==> src/rtl/bcd_scan_counter.sv <==
// 4-digit BCD up/down counter with a time-multiplexed digit/anode scan stage.
// Optional: define LEADING_ZERO_BLANK_EN to blank leading-zero digits (d0 always lit).
module bcd_scan_counter #(
  parameter int TICK_DIV = 100000000,
  parameter int SCAN_DIV = 100000
) (
  input  logic        clk,
  input  logic        reset,
  input  logic        en,
  input  logic        up,
  input  logic        clear,
  output logic [3:0]  digit,
  output logic [3:0]  an,
  output logic [15:0] value,
  output logic        wrap
);

  localparam int PW = (TICK_DIV > 2) ? $clog2(TICK_DIV) : 1;
  localparam int SW = (SCAN_DIV > 2) ? $clog2(SCAN_DIV) : 1;

  logic [PW-1:0] presc_q, presc_d;
  logic [15:0]   value_q, value_d, step_val;
  logic          wrap_q, wrap_d, carry, tick;
  logic [SW-1:0] tmr_q, tmr_d;
  logic [1:0]    idx_q, idx_d;
  logic [3:0]    an_q, an_d, digit_q, digit_d, nib;
  logic          blank;

  assign tick = en && (presc_q == PW'(TICK_DIV - 1));

  always_comb begin
    presc_d = presc_q;
    if (clear || tick) presc_d = '0;
    else if (en)       presc_d = presc_q + PW'(1);
  end

  // Ripple carry/borrow through the nibbles; a carry out of d3 is a wrap.
  always_comb begin
    step_val = value_q;
    carry    = 1'b1;
    nib      = 4'h0;
    for (int i = 0; i < 4; i++) begin
      if (carry) begin
        nib = value_q[i*4 +: 4];
        if (up) begin
          if (nib >= 4'd9) step_val[i*4 +: 4] = 4'd0;
          else begin
            step_val[i*4 +: 4] = nib + 4'd1;
            carry = 1'b0;
          end
        end else begin
          if (nib == 4'd0 || nib > 4'd9) step_val[i*4 +: 4] = 4'd9;
          else begin
            step_val[i*4 +: 4] = nib - 4'd1;
            carry = 1'b0;
          end
        end
      end
    end
  end

  always_comb begin
    value_d = value_q;
    wrap_d  = 1'b0;
    if (clear) value_d = 16'h0000;
    else if (tick) begin
      value_d = step_val;
      wrap_d  = carry;
    end
  end

  always_comb begin
    tmr_d = tmr_q + SW'(1);
    idx_d = idx_q;
    if (tmr_q == SW'(SCAN_DIV - 1)) begin
      tmr_d = '0;
      idx_d = idx_q + 2'd1;
    end
  end

  // Anode and digit both derive from idx_d so they always switch together.
  always_comb begin
`ifdef LEADING_ZERO_BLANK_EN
    blank = (idx_d != 2'd0) && ((value_q >> {idx_d, 2'b00}) == 16'h0000);
`else
    blank = 1'b0;
`endif
    an_d    = blank ? 4'b1111 : ~(4'b0001 << idx_d);
    digit_d = value_q[{idx_d, 2'b00} +: 4];
  end

  always_ff @(posedge clk or posedge reset) begin
    if (reset) begin
      presc_q <= '0;
      value_q <= 16'h0000;
      wrap_q  <= 1'b0;
      tmr_q   <= '0;
      idx_q   <= 2'd0;
      an_q    <= 4'b1110;
      digit_q <= 4'h0;
    end else begin
      presc_q <= presc_d;
      value_q <= value_d;
      wrap_q  <= wrap_d;
      tmr_q   <= tmr_d;
      idx_q   <= idx_d;
      an_q    <= an_d;
      digit_q <= digit_d;
    end
  end

  assign value = value_q;
  assign wrap  = wrap_q;
  assign an    = an_q;
  assign digit = digit_q;

endmodule
==> config.mk <==
export PLATFORM = sky130hd
export DESIGN_NAME = bcd_scan_counter
export DESIGN_NICKNAME = d
export VERILOG_FILES = /design/src/rtl/bcd_scan_counter.sv
export SDC_FILE = /design/constraint.sdc
export NUM_CORES = 1
export LEC_CHECK = 0
export CORE_UTILIZATION = 30
export DETAILED_ROUTE_END_ITERATION = 8
export SYNTH_ARGS = -nofsm -noshare
export SYNTH_HDL_FRONTEND = slang
export SYNTH_SLANG_ARGS = --single-unit
==> constraint.sdc <==
create_clock -name clk -period 7.05 [get_ports clk]
set_input_delay 2.115 -clock clk [delete_from_list [all_inputs] [get_ports clk]]
set_output_delay 2.115 -clock clk [all_outputs]
set_load 0.005 [all_outputs]
* Yosys cells after proc, flatten, opt, wreduce, memory -nomap -nowiden
Index checks and enable logic that the tools add are counted.
** Storage, ports and cells
- Memories kept :: 0
- Latch bits :: 0
- ROM bits :: 0
- Input bits :: 5
- Register bits after elaboration :: 71
- Word-level logic and storage cells :: 90
- Memory bits (writable) :: 0
- Output and inout port bits :: 25
** Operators by class
- Equality and inequality tests :: 2
- Mux-type cells :: 38
- Divide/modulo/power cells :: 0
- Reduce and logical (&&, ||, !) cells :: 18
- Order comparisons :: 8
- $mul :: 0
- Shifts and indexed selects :: 2
- Bitwise operators :: 1
- $add $sub $neg :: 11
** Operators with widths (count)
- $mux 4 :: 15
- $mux 27 :: 2
- $mux 16 :: 2
- $add 27x1->27 const B :: 1
- $eq 27x27->1 const B :: 1
- $add 17x1->17 const B :: 1
- $eq 17x17->1 const B :: 1
- $mux 1 :: 17
- $mux 17 :: 1
- $add 4x1->4 const B :: 4
- $ge 4x4->1 const B :: 4
- $gt 4x4->1 const B :: 4
- $logic_not 4->1 :: 4
- $shiftx 16x5->4 :: 1
- $sub 4x1->4 const B :: 4
- $reduce_bool 2->1 :: 5
- $reduce_and 2->1 :: 3
- $logic_or 1x1->1 :: 5
- $not 4->4 :: 1
- $shl 1x2->4 const A :: 1
- $add 2x1->2 const B :: 1
- $mux 2 :: 1
- $logic_and 1x1->1 :: 1

* Longest topological paths before layout
Gate-level depths: netlist (run 1).
- Depth in word-level cells :: 9
- Gate-level depth with buffers :: 8
- Depth with buffers taken out :: 7

* Least setup slack after synthesis (run 1)
Ideal clock, no wire load.
- Path type :: input -> register
- Start :: input port en
- End :: register value_q[6] (netlist: value[6])
- Library setup time :: 0.095 ns
- Buffers on the path :: 1
- Data required time :: 6.955 ns
- Stages on the path :: 6
- Slack :: 3.385 ns
- Arrival :: 3.570 ns
- Path through :: clkbuf_1 and4_2 and4_1 and2_4 or3b_1 o32ai_2
** Between the ends
- Cells in the longest elaborated chain, start to end :: 3
** Ends and longest elaborated chain
- start, declared :: line 9 : input logic en,
- $logic_and 1x1->1 :: line 29 : assign tick = en && (presc_q == PW'(TICK_DIV - 1));
- $reduce_bool 2->1 (no line)
- $reduce_and 2->1 (no line)
- end signal, assigned :: line 103 : value_q <= value_d;
- end, declared :: line 22 : logic [15:0] value_q, value_d, step_val;
Every way passes these cells.
A chain may end at the register's enable or synchronous reset.

* Final worst setup path (run 1)
- Start :: input port up
- End :: register value_q[14] (netlist: value[14])
** Between the ends
- Cells in the longest elaborated chain, start to end :: 5
- Elaborated cells on any way between the ends :: 11
- Classes of those cells :: 9 x mux; 2 x reduce/logical
** Ends and longest elaborated chain
- start, declared :: line 10 : input logic up,
- $mux 1 :: line 45 : if (up) begin
- $mux 1 (2 in series) :: line 43 : if (carry) begin
- $reduce_bool 2->1 (no line)
- $reduce_and 2->1 (no line)
Several ways; a longest one is shown, not always the timed one. The select of a mux whose other input is x is not followed.

==> impl_metrics.env, run 1 <==
export IMPL_yosysMostFrequentCell="dfrtp_1"
export IMPL_drc_errors=0
export IMPL_rsz0062_at_grt="false"
export IMPL_detail_route_antenna_nets=0
export IMPL_hold_ws_ns=0.4950
export IMPL_wl_um=9371
export IMPL_final_area_sq_mm=0.004989
export IMPL_min_period_ns=4.383
export IMPL_worst_slew_pin_slew_ns=1.003
export IMPL_drive_above_1_share_pct=7.598
export IMPL_vdd_drop_max_mv=0.1104
export IMPL_h_tree_depth=3
export IMPL_pre_cts_slack_ns=2.384
export IMPL_grt_pass1_vias=3321
export IMPL_io_pins=30
export IMPL_portBuffers=29
export IMPL_synth_top_area_share_pct=39.72
export IMPL_post_cts_setup_buffers=0
export IMPL_worst_path_stages=6
export IMPL_syn_inst=462
export IMPL_grt_ovfl_total=0
export IMPL_syn_nets=483
export IMPL_die_h_um=121.5
export IMPL_place_congestion=0.7932
export IMPL_cts_root_buf="clkbuf_16"
export IMPL_hp_class="register to register"
export IMPL_worstPathRequired_ns=7.28
export IMPL_hold_buffers=0
export IMPL_yosysUniqueCellTypes=60
export IMPL_grt_use_total_pct=13.70
export IMPL_critPathBufInv=1
export IMPL_place_inst=651
export IMPL_p_leak_uw=0.001972
export IMPL_placed_area_sq_mm=0.004705
export IMPL_synth_main_ff_cell="dfrtp_1"
export IMPL_ys_seq_area_share_pct=41.56
export IMPL_end_kind="register"
export IMPL_antenna_found_initial=0
export IMPL_grt_max_degree=72
export IMPL_cp_start_kind="input port"
export IMPL_core_area_sq_mm=0.01388
export IMPL_clkLatencyLatePin_ns=0.33
export IMPL_rows=43
export IMPL_clkTransAtPathRegs_ns=0.05
export IMPL_path_max_fanout=31
export IMPL_firstDrtPassIters=4
export IMPL_cp_arrival_ns=4.61
export IMPL_place_hpwl_um=6528
export IMPL_ys_warn_count=0
export IMPL_path_class="input port to register"
export IMPL_fin_ws_ns=2.667
export IMPL_maxCapViolCount=0
export IMPL_crit_family="simple AND/OR/NAND/NOR gates"
export IMPL_netlist_area_sq_mm=0.004284
export IMPL_die_x_um=121.5
export IMPL_totalNegativeSetupSlack_ns=0
export IMPL_slew_headroom_pct=32.90
export IMPL_cts_resized=0
export IMPL_post_drt_via_cell_ratio=5.225
export IMPL_powerDensity_mw_per_mm2=183.7
export IMPL_cts_buffers=9
export IMPL_fin_nets=503
export IMPL_ys_seq_elements=71
export IMPL_drt_iter0_drc=227
export IMPL_synthTopCellsByArea="dfrtp_1 (40%), ha_1 (4.7%), xor2_1 (4.3%), xnor2_1 (4.1%), nor2_1 (3.9%)"
export IMPL_finalCritPeriodShare_pct=62.18
export IMPL_grt_first_pass_wirelength_um=16190
export IMPL_holdPathStages=1
export IMPL_synth_avg_cell_area_sq_um=9.273
export IMPL_final_cells=667
export IMPL_clockBufferDepth=2
export IMPL_ff2ff_path_depth=5
export IMPL_syn2layout_area_growth_pct=16.44
export IMPL_fmax_mhz=228.1
export IMPL_hold_viol_final=0
export IMPL_report_final_slew_viol_count=0
export IMPL_clock_sinks=71
export IMPL_crit_path_top_delay_cell="clkdlybuf4s50_1"
export IMPL_status="complete, no violations"
export IMPL_worst_clock_skew_ns=0.007620
export IMPL_antennaDiodeCount=0
export IMPL_yosysTopAreaCell="dfrtp_1"
export IMPL_detail_route_wl_per_cell_um=14.05
export IMPL_cp_cell_sequence="clkdlybuf4s50_1, nor4b_1, a211o_1, and4_1, a21oi_1, a311oi_1"
export IMPL_max_stage_delay_ns=0.93
export IMPL_start_util_pct=30.86
export IMPL_finalSetupViolCount=0
export IMPL_synth_edff_count=0
export IMPL_async_reset_ff_share_pct=100.0
export IMPL_netlist_top_cells_count="dfrtp_1 (68), nor2_1 (45), nand2_1 (39), a21oi_1 (23), o21ai_0 (22)"
export IMPL_cts_tree="yes"
export IMPL_vias=3485
export IMPL_dieArea_sq_mm=0.01476
==> path summary, 6_finish.rpt <==
| check | slack (ns) | startpoint | to |
|---|---|---|---|
| setup / recovery | 2.67 | up | value[14] |
| hold / removal | 0.50 | tmr_q[0] | tmr_q[0] |
| setup reg to reg | 4.43 | presc_q[9] | value[1] |
| hold reg to reg | 0.50 | tmr_q[0] | tmr_q[0] |
| max in group asynchronous | 4.09 | reset | value[14] |
| min in group asynchronous | 2.38 | reset | digit[1] |
==> worst register-to-register path: stages (launching register included) <==
cell	delay (ns)
dfrtp_1	0.42
or4_4	0.58
or4_4	0.58
o21ai_4	0.60
mux2i_1	0.26
nor2_1	0.05
==> cells by family after synthesis <==
group           share of synthesized area [%]
compound gates                          15.77
xor+xnor                                8.382
fa+ha+maj                               4.673
buf+inv                                 4.235
flops                                   41.56
mux                                     1.197
simple gates                            24.18
==> through the flow <==
| stage | power (uW) | util, % |
|---|---|---|
| 6_report | 916.2 | 35.94 |
| 5_1_grt | 952.7 | 35.94 |
| 2_1_floorplan | 467.4 | - |
| 3_3_place_gp | 485.4 | 33.89 |
| 4_1_cts | 931.2 | 35.94 |
| 3_5_place_dp | 486.2 | 33.89 |
==> power breakdown <==
group / internal, uW / switching [uW] / total, uW
Sequential: 412 / 6.68 / 418
Clock: 273 / 166 / 438
Combinational: 23.0 / 36.7 / 59.6
==> sequential cells by signal (all words and copies together) (netlist names) <==
name     count
digit        4
idx_q        2
tmr_q       17
wrap         1
an           4
value       16
presc_q     27
==> metal layers <==
layer | up-vias | routed length (um) | GRT usage, %
met5 | - | 0 | 0
met2 | 66 | 4555 | 22.83
met1 | 1695 | 4403 | 17.36
li1 | 1713 | - | -
met3 | 11 | 288 | 2.867
met4 | 0 | 124 | 5.093
==> cells in the final DEF, fill, tap and decap left out, drive strengths merged, types with 3 or more instances in the layout <==
| cell | instances |
|---|---|
| o21bai | 4 |
| ha | 16 |
| nor4 | 8 |
| xnor2 | 20 |
| nand3 | 18 |
| and2 | 4 |
| inv | 21 |
| nand2 | 39 |
| or3 | 5 |
| clkdlybuf4s50 | 29 |
| nor2b | 4 |
| o22ai | 3 |
| nand4 | 17 |
| a31o | 3 |
| clkbuf | 12 |
| a31oi | 3 |
| a211oi | 5 |
| dfrtp | 68 |
| xor2 | 21 |
| nor3b | 5 |
| nor3 | 12 |
| and4 | 11 |
| dfstp | 3 |
| o2bb2ai | 5 |
| nand2b | 3 |
| or4 | 3 |
| a21oi | 23 |
| mux2i | 4 |
| o21ai | 23 |
| o31ai | 3 |
| and3 | 8 |
| nor2 | 45 |
| a221oi | 9 |
==> layout make-up <==
type | instances | area, sq um
clock buffer | 12 | 236.5
clock inverter | 4 | 47.55
fill | 1428 | 8892
inverter | 21 | 78.83
multi-input combinational | 349 | 2322
sequential | 71 | 1780
tap | 180 | 225.2
timing repair buffer | 30 | 297.8
No activity file was read; power rests on OpenSTA's default activity.
==> run 2, diff against run 1 <==
- clock period: 7.05 -> 4.1 ns (I/O delays scaled with it)
==> run 2 against run 1 <==
Non-clock buffer count rose by 4. First-iteration DRC count shrank 12%. Power grew 85%. Critical endpoint unchanged.
==> impl_metrics.env, run 2 (synthesis results as in run 1) <==
export IMPL_grt_ovfl_total=0
export IMPL_use_met1_pct=17.96
export IMPL_die_x_um=121.5
export IMPL_cts_root_buf="clkbuf_16"
export IMPL_cts_buffers=9
export IMPL_grt_max_degree=44
export IMPL_hold_ws_ns=0.4909
export IMPL_final_common_cell="dfrtp_1"
export IMPL_rows=43
export IMPL_use_met2_pct=24.18
export IMPL_top_usage_layer="met2"
export IMPL_regMostFlops="presc_q"
export IMPL_hold_viol_final=0
export IMPL_portBuffers=29
export IMPL_h_tree_depth=3
export IMPL_groute_layer_met3_usage_pct=3.008
export IMPL_worst_slew_pin_slew_ns=0.9293
export IMPL_vias=3573
export IMPL_drive_above_1_share_pct=8.758
export IMPL_grt_first_pass_wirelength_um=16630
export IMPL_drt_iter0_drc=200
export IMPL_min_delay_start="tmr_q[0]"
export IMPL_place_congestion=0.8248
export IMPL_place_inst=655
export IMPL_finalSetupViolCount=0
export IMPL_detail_route_wl_per_cell_um=14.27
export IMPL_slew_headroom_pct=37.82
export IMPL_largest_reg_flops=27
export IMPL_totalNegativeSetupSlack_ns=0
export IMPL_min_period_ns=2.995
export IMPL_maxCapViolCount=0
export IMPL_detail_route_antenna_nets=0
export IMPL_start_util_pct=30.86
export IMPL_status="complete, no violations"
export IMPL_antennaDiodeCount=0
export IMPL_worst_clock_skew_ns=0.005890
export IMPL_vdd_drop_max_mv=0.1848
export IMPL_antenna_found_initial=0
export IMPL_cp_start_kind="input port"
export IMPL_cts_resized=0
export IMPL_path_max_fanout=11
export IMPL_clkTransAtPathRegs_ns=0.06
export IMPL_reg2reg_from="tmr_q[0]"
export IMPL_grt_use_total_pct=14.23
export IMPL_cp_arrival_ns=3.23
export IMPL_clock_sinks=71
export IMPL_cts_tree="yes"
export IMPL_firstDrtPassIters=4
export IMPL_end_kind="register"
export IMPL_path_class="input port to register"
export IMPL_clkLatencyLatePin_ns=0.33
export IMPL_fmax_mhz=333.9
export IMPL_core_area_sq_mm=0.01388
export IMPL_layout_common_cells="dfrtp_1 (68), nor2_1 (45), nand2_1 (39)"
export IMPL_post_drt_via_cell_ratio=5.325
export IMPL_holdPathStages=1
export IMPL_place_hpwl_um=6855
export IMPL_grt_pass1_vias=3491
export IMPL_die_h_um=121.5
export IMPL_ff2ff_path_depth=6
export IMPL_rsz0062_at_grt="false"
export IMPL_finalCritPeriodShare_pct=73.04
export IMPL_hp_class="register to register"
export IMPL_drc_errors=0
export IMPL_syn2layout_area_growth_pct=18.57
export IMPL_crit_start="up"
export IMPL_p_leak_uw=0.002019
export IMPL_report_final_slew_viol_count=0
export IMPL_worstPathRequired_ns=4.34
export IMPL_powerDensity_mw_per_mm2=332.9
export IMPL_hold_buffers=0
export IMPL_io_pins=30
export IMPL_wl_um=9573
export IMPL_dieArea_sq_mm=0.01476
export IMPL_clockBufferDepth=2
export IMPL_final_cells=671
export IMPL_fin_nets=507
export IMPL_post_cts_setup_buffers=0
## run 2: area by class of cell
class / instances / area, sq um
timing repair buffer: 34 / 340.3
clock inverter: 4 / 76.32
sequential: 71 / 1780
multi-input combinational: 349 / 2322
fill: 1404 / 8801
inverter: 21 / 78.83
tap: 180 / 225.2
clock buffer: 12 / 256.5
## run 2: report_power, final
group,internal (uW),switching (uW)
sequential,707,12.2
clock,568,295
combinational,42.6,65.3
total,1320,373
## run 2: metal layers
| layer | vias up | wire (um) |
|---|---|---|
| met5 | - | 0 |
| met4 | 0 | 102 |
| met3 | 9 | 298 |
| met2 | 70 | 4736 |
| met1 | 1773 | 4436 |
| li1 | 1721 | - |
## run 2: worst max-delay path, cell delays in order
cell,delay [ns]
clkdlybuf4s50_1,0.60
nor4b_1,0.42
a211o_1,0.17
and4_1,0.44
a21oi_1,0.13
a311oi_1,0.24
## run 2: path summary, 6_finish.rpt
path | end | slack, ns
min in group asynchronous | tmr_q[10] | 1.31
setup reg to reg | digit[3] | 1.55
hold reg to reg | tmr_q[0] | 0.49
setup / recovery | value[14] | 1.11
max in group asynchronous | presc_q[12] | 2.12
hold / removal | tmr_q[0] | 0.49
## run 2: stage by stage
step / power [uW] / setup slack, ns / utilization (%) / area (sq um)
2_1_floorplan: 803.7 / 1.078 / - / 4284
3_3_place_gp: 837.6 / 0.8381 / 34.20 / 4747
3_5_place_dp: 841.3 / 0.7708 / 34.20 / 4747
4_1_cts: 1715 / 1.122 / 36.60 / 5080
5_1_grt: 1759 / 0.8398 / 36.60 / 5080
6_report: 1691 / 1.105 / 36.60 / 5080
==> run 3, diff against run 2 <==
- clock period: 4.1 -> 2.4 ns (I/O delays scaled with it)
==> run 3 against run 2 <==
Die area unchanged. Routed wire length up 1.3%. Critical path depth down 5. Critical path type is now register to primary output. Largest power group unchanged. Highest routed layer unchanged.
==> impl_metrics.env, run 3 (synthesis results as in run 1) <==
export IMPL_antenna_found_initial=0
export IMPL_portBuffers=29
export IMPL_hp_class="register to register"
export IMPL_post_drt_via_cell_ratio=5.182
export IMPL_h_tree_depth=3
export IMPL_grt_first_pass_wirelength_um=16290
export IMPL_vdd_drop_max_mv=0.3254
export IMPL_grt_max_degree=34
export IMPL_min_period_ns=2.267
export IMPL_reg2reg_from="presc_q[10]"
export IMPL_clockBufferDepth=2
export IMPL_cts_root_buf="clkbuf_16"
export IMPL_core_area_sq_mm=0.01388
export IMPL_syn2layout_area_growth_pct=22.81
export IMPL_drive_above_1_share_pct=13.18
export IMPL_post_cts_setup_buffers=0
export IMPL_critPathBufInv=1
export IMPL_worst_clock_skew_ns=0.009158
export IMPL_ff2ff_path_depth=5
export IMPL_io_pins=30
export IMPL_max_stage_delay_ns=0.62
export IMPL_hold_viol_final=0
export IMPL_place_congestion=0.7900
export IMPL_clock_sinks=71
export IMPL_layout_common_cells="dfrtp_1 (68), nor2_1 (45), nand2_1 (39)"
export IMPL_cts_tree="yes"
export IMPL_cts_buffers=9
export IMPL_totalNegativeSetupSlack_ns=0
export IMPL_cp_cell_sequence="clkdlybuf4s50_1"
export IMPL_crit_family="flip-flops"
export IMPL_clkTransAtPathRegs_ns=0.06
export IMPL_holdPathStages=1
export IMPL_grt_ovfl_total=0
export IMPL_die_h_um=121.5
export IMPL_place_hpwl_um=6990
export IMPL_hold_ws_ns=0.4951
export IMPL_status="complete, no violations"
export IMPL_drc_errors=0
export IMPL_p_leak_uw=0.002126
export IMPL_largest_reg_flops=27
export IMPL_min_delay_start="tmr_q[0]"
export IMPL_die_x_um=121.5
export IMPL_fin_nets=532
export IMPL_place_inst=680
export IMPL_start_util_pct=30.86
export IMPL_antennaDiodeCount=0
export IMPL_final_cells=696
export IMPL_worstPathRequired_ns=1.68
export IMPL_finalCritPeriodShare_pct=94.48
export IMPL_rows=43
export IMPL_drt_iter0_drc=182
export IMPL_path_class="register to primary output"
export IMPL_r2r_end="value[6]"
export IMPL_r2r_setup_slack_ns=0.17
export IMPL_wl_um=9695
export IMPL_detail_route_antenna_nets=0
export IMPL_powerDensity_mw_per_mm2=522.3
export IMPL_firstDrtPassIters=4
export IMPL_cp_start_kind="register"
export IMPL_end_kind="primary output"
export IMPL_grt_pass1_vias=3382
export IMPL_hold_end="tmr_q[0]"
export IMPL_dieArea_sq_mm=0.01476
export IMPL_final_common_cell="dfrtp_1"
export IMPL_report_final_slew_viol_count=0
export IMPL_detail_route_wl_per_cell_um=13.93
export IMPL_clkLatencyLatePin_ns=0.34
export IMPL_finalSetupViolCount=0
export IMPL_path_max_fanout=15
export IMPL_slew_headroom_pct=60.39
export IMPL_grt_use_total_pct=13.93
export IMPL_vias=3607
export IMPL_worst_path_stages=1
export IMPL_worst_slew_pin_slew_ns=0.5887
export IMPL_fmax_mhz=441.0
export IMPL_cp_arrival_ns=1.55
export IMPL_regMostFlops="presc_q"
export IMPL_rsz0062_at_grt="false"
export IMPL_crit_path_top_delay_cell="dfrtp_1"
export IMPL_maxCapViolCount=0
[run 3: cell count changes in the layout (fill, tap and decap cells not counted), moves of 2 or more]
cell / before / now
clkinvlp_4: 1 / 3
buf_4: 4 / 27
buf_12: 1 / 3
clkbuf_8: 2 / 0
[run 3: worst max path at each step]
stage / from / to / slack, ns
5_1_grt: presc_q[10] / value[6] / 0.04
3_5_place_dp: up / value[14] / -0.20
6_report: value[3] / value[3] / 0.13
2_1_floorplan: en / value[6] / 0.13
3_3_place_gp: up / value[14] / -0.16
4_1_cts: value[3] / value[3] / 0.13
[run 3: final cells by class]
type,instances,area [sq um]
repair buffers,59,553.0
multi-input cells,349,2328
fillers,1394,8620
flip-flops and latches,71,1780
clock inverters,5,58.81
clock buffers,11,232.7
inverters,21,82.58
well taps,180,225.2
[run 3: report_power, final]
part	switching, uW	internal (uW)	total, uW
Clock	511	805	1320
Combinational	117	90.0	207
Sequential	16.6	1210	1230
Total	645	2100	2750
[run 3: layer usage]
layer	up-vias	GRT usage, %	share of wire [%]
met5	-	0	0
met4	0	5.247	1.5
met3	11	3.289	3.6
met2	72	22.12	47
met1	1756	18.32	47
li1	1768	-	-
[run 3: through the flow]
step | util (%) | total power (uW) | setup slack [ns] | instance area (sq um)
finish | 37.90 | 2748 | 0.1326 | 5261
CTS | 37.86 | 2785 | 0.1296 | 5255
global route | 37.90 | 2849 | 0.03506 | 5261
floorplan | - | 1373 | 0.1300 | 4288
detailed placement | 35.76 | 1456 | -0.2014 | 4964
global placement | 35.76 | 1453 | -0.1560 | 4964
[run 3: timing repair]
item / in CTS / in global routing
hold buffers: 0 / 0
hold endpoints to repair: 0 / 0
resized for setup: 0 / 1
setup endpoints to repair: 0 / 8
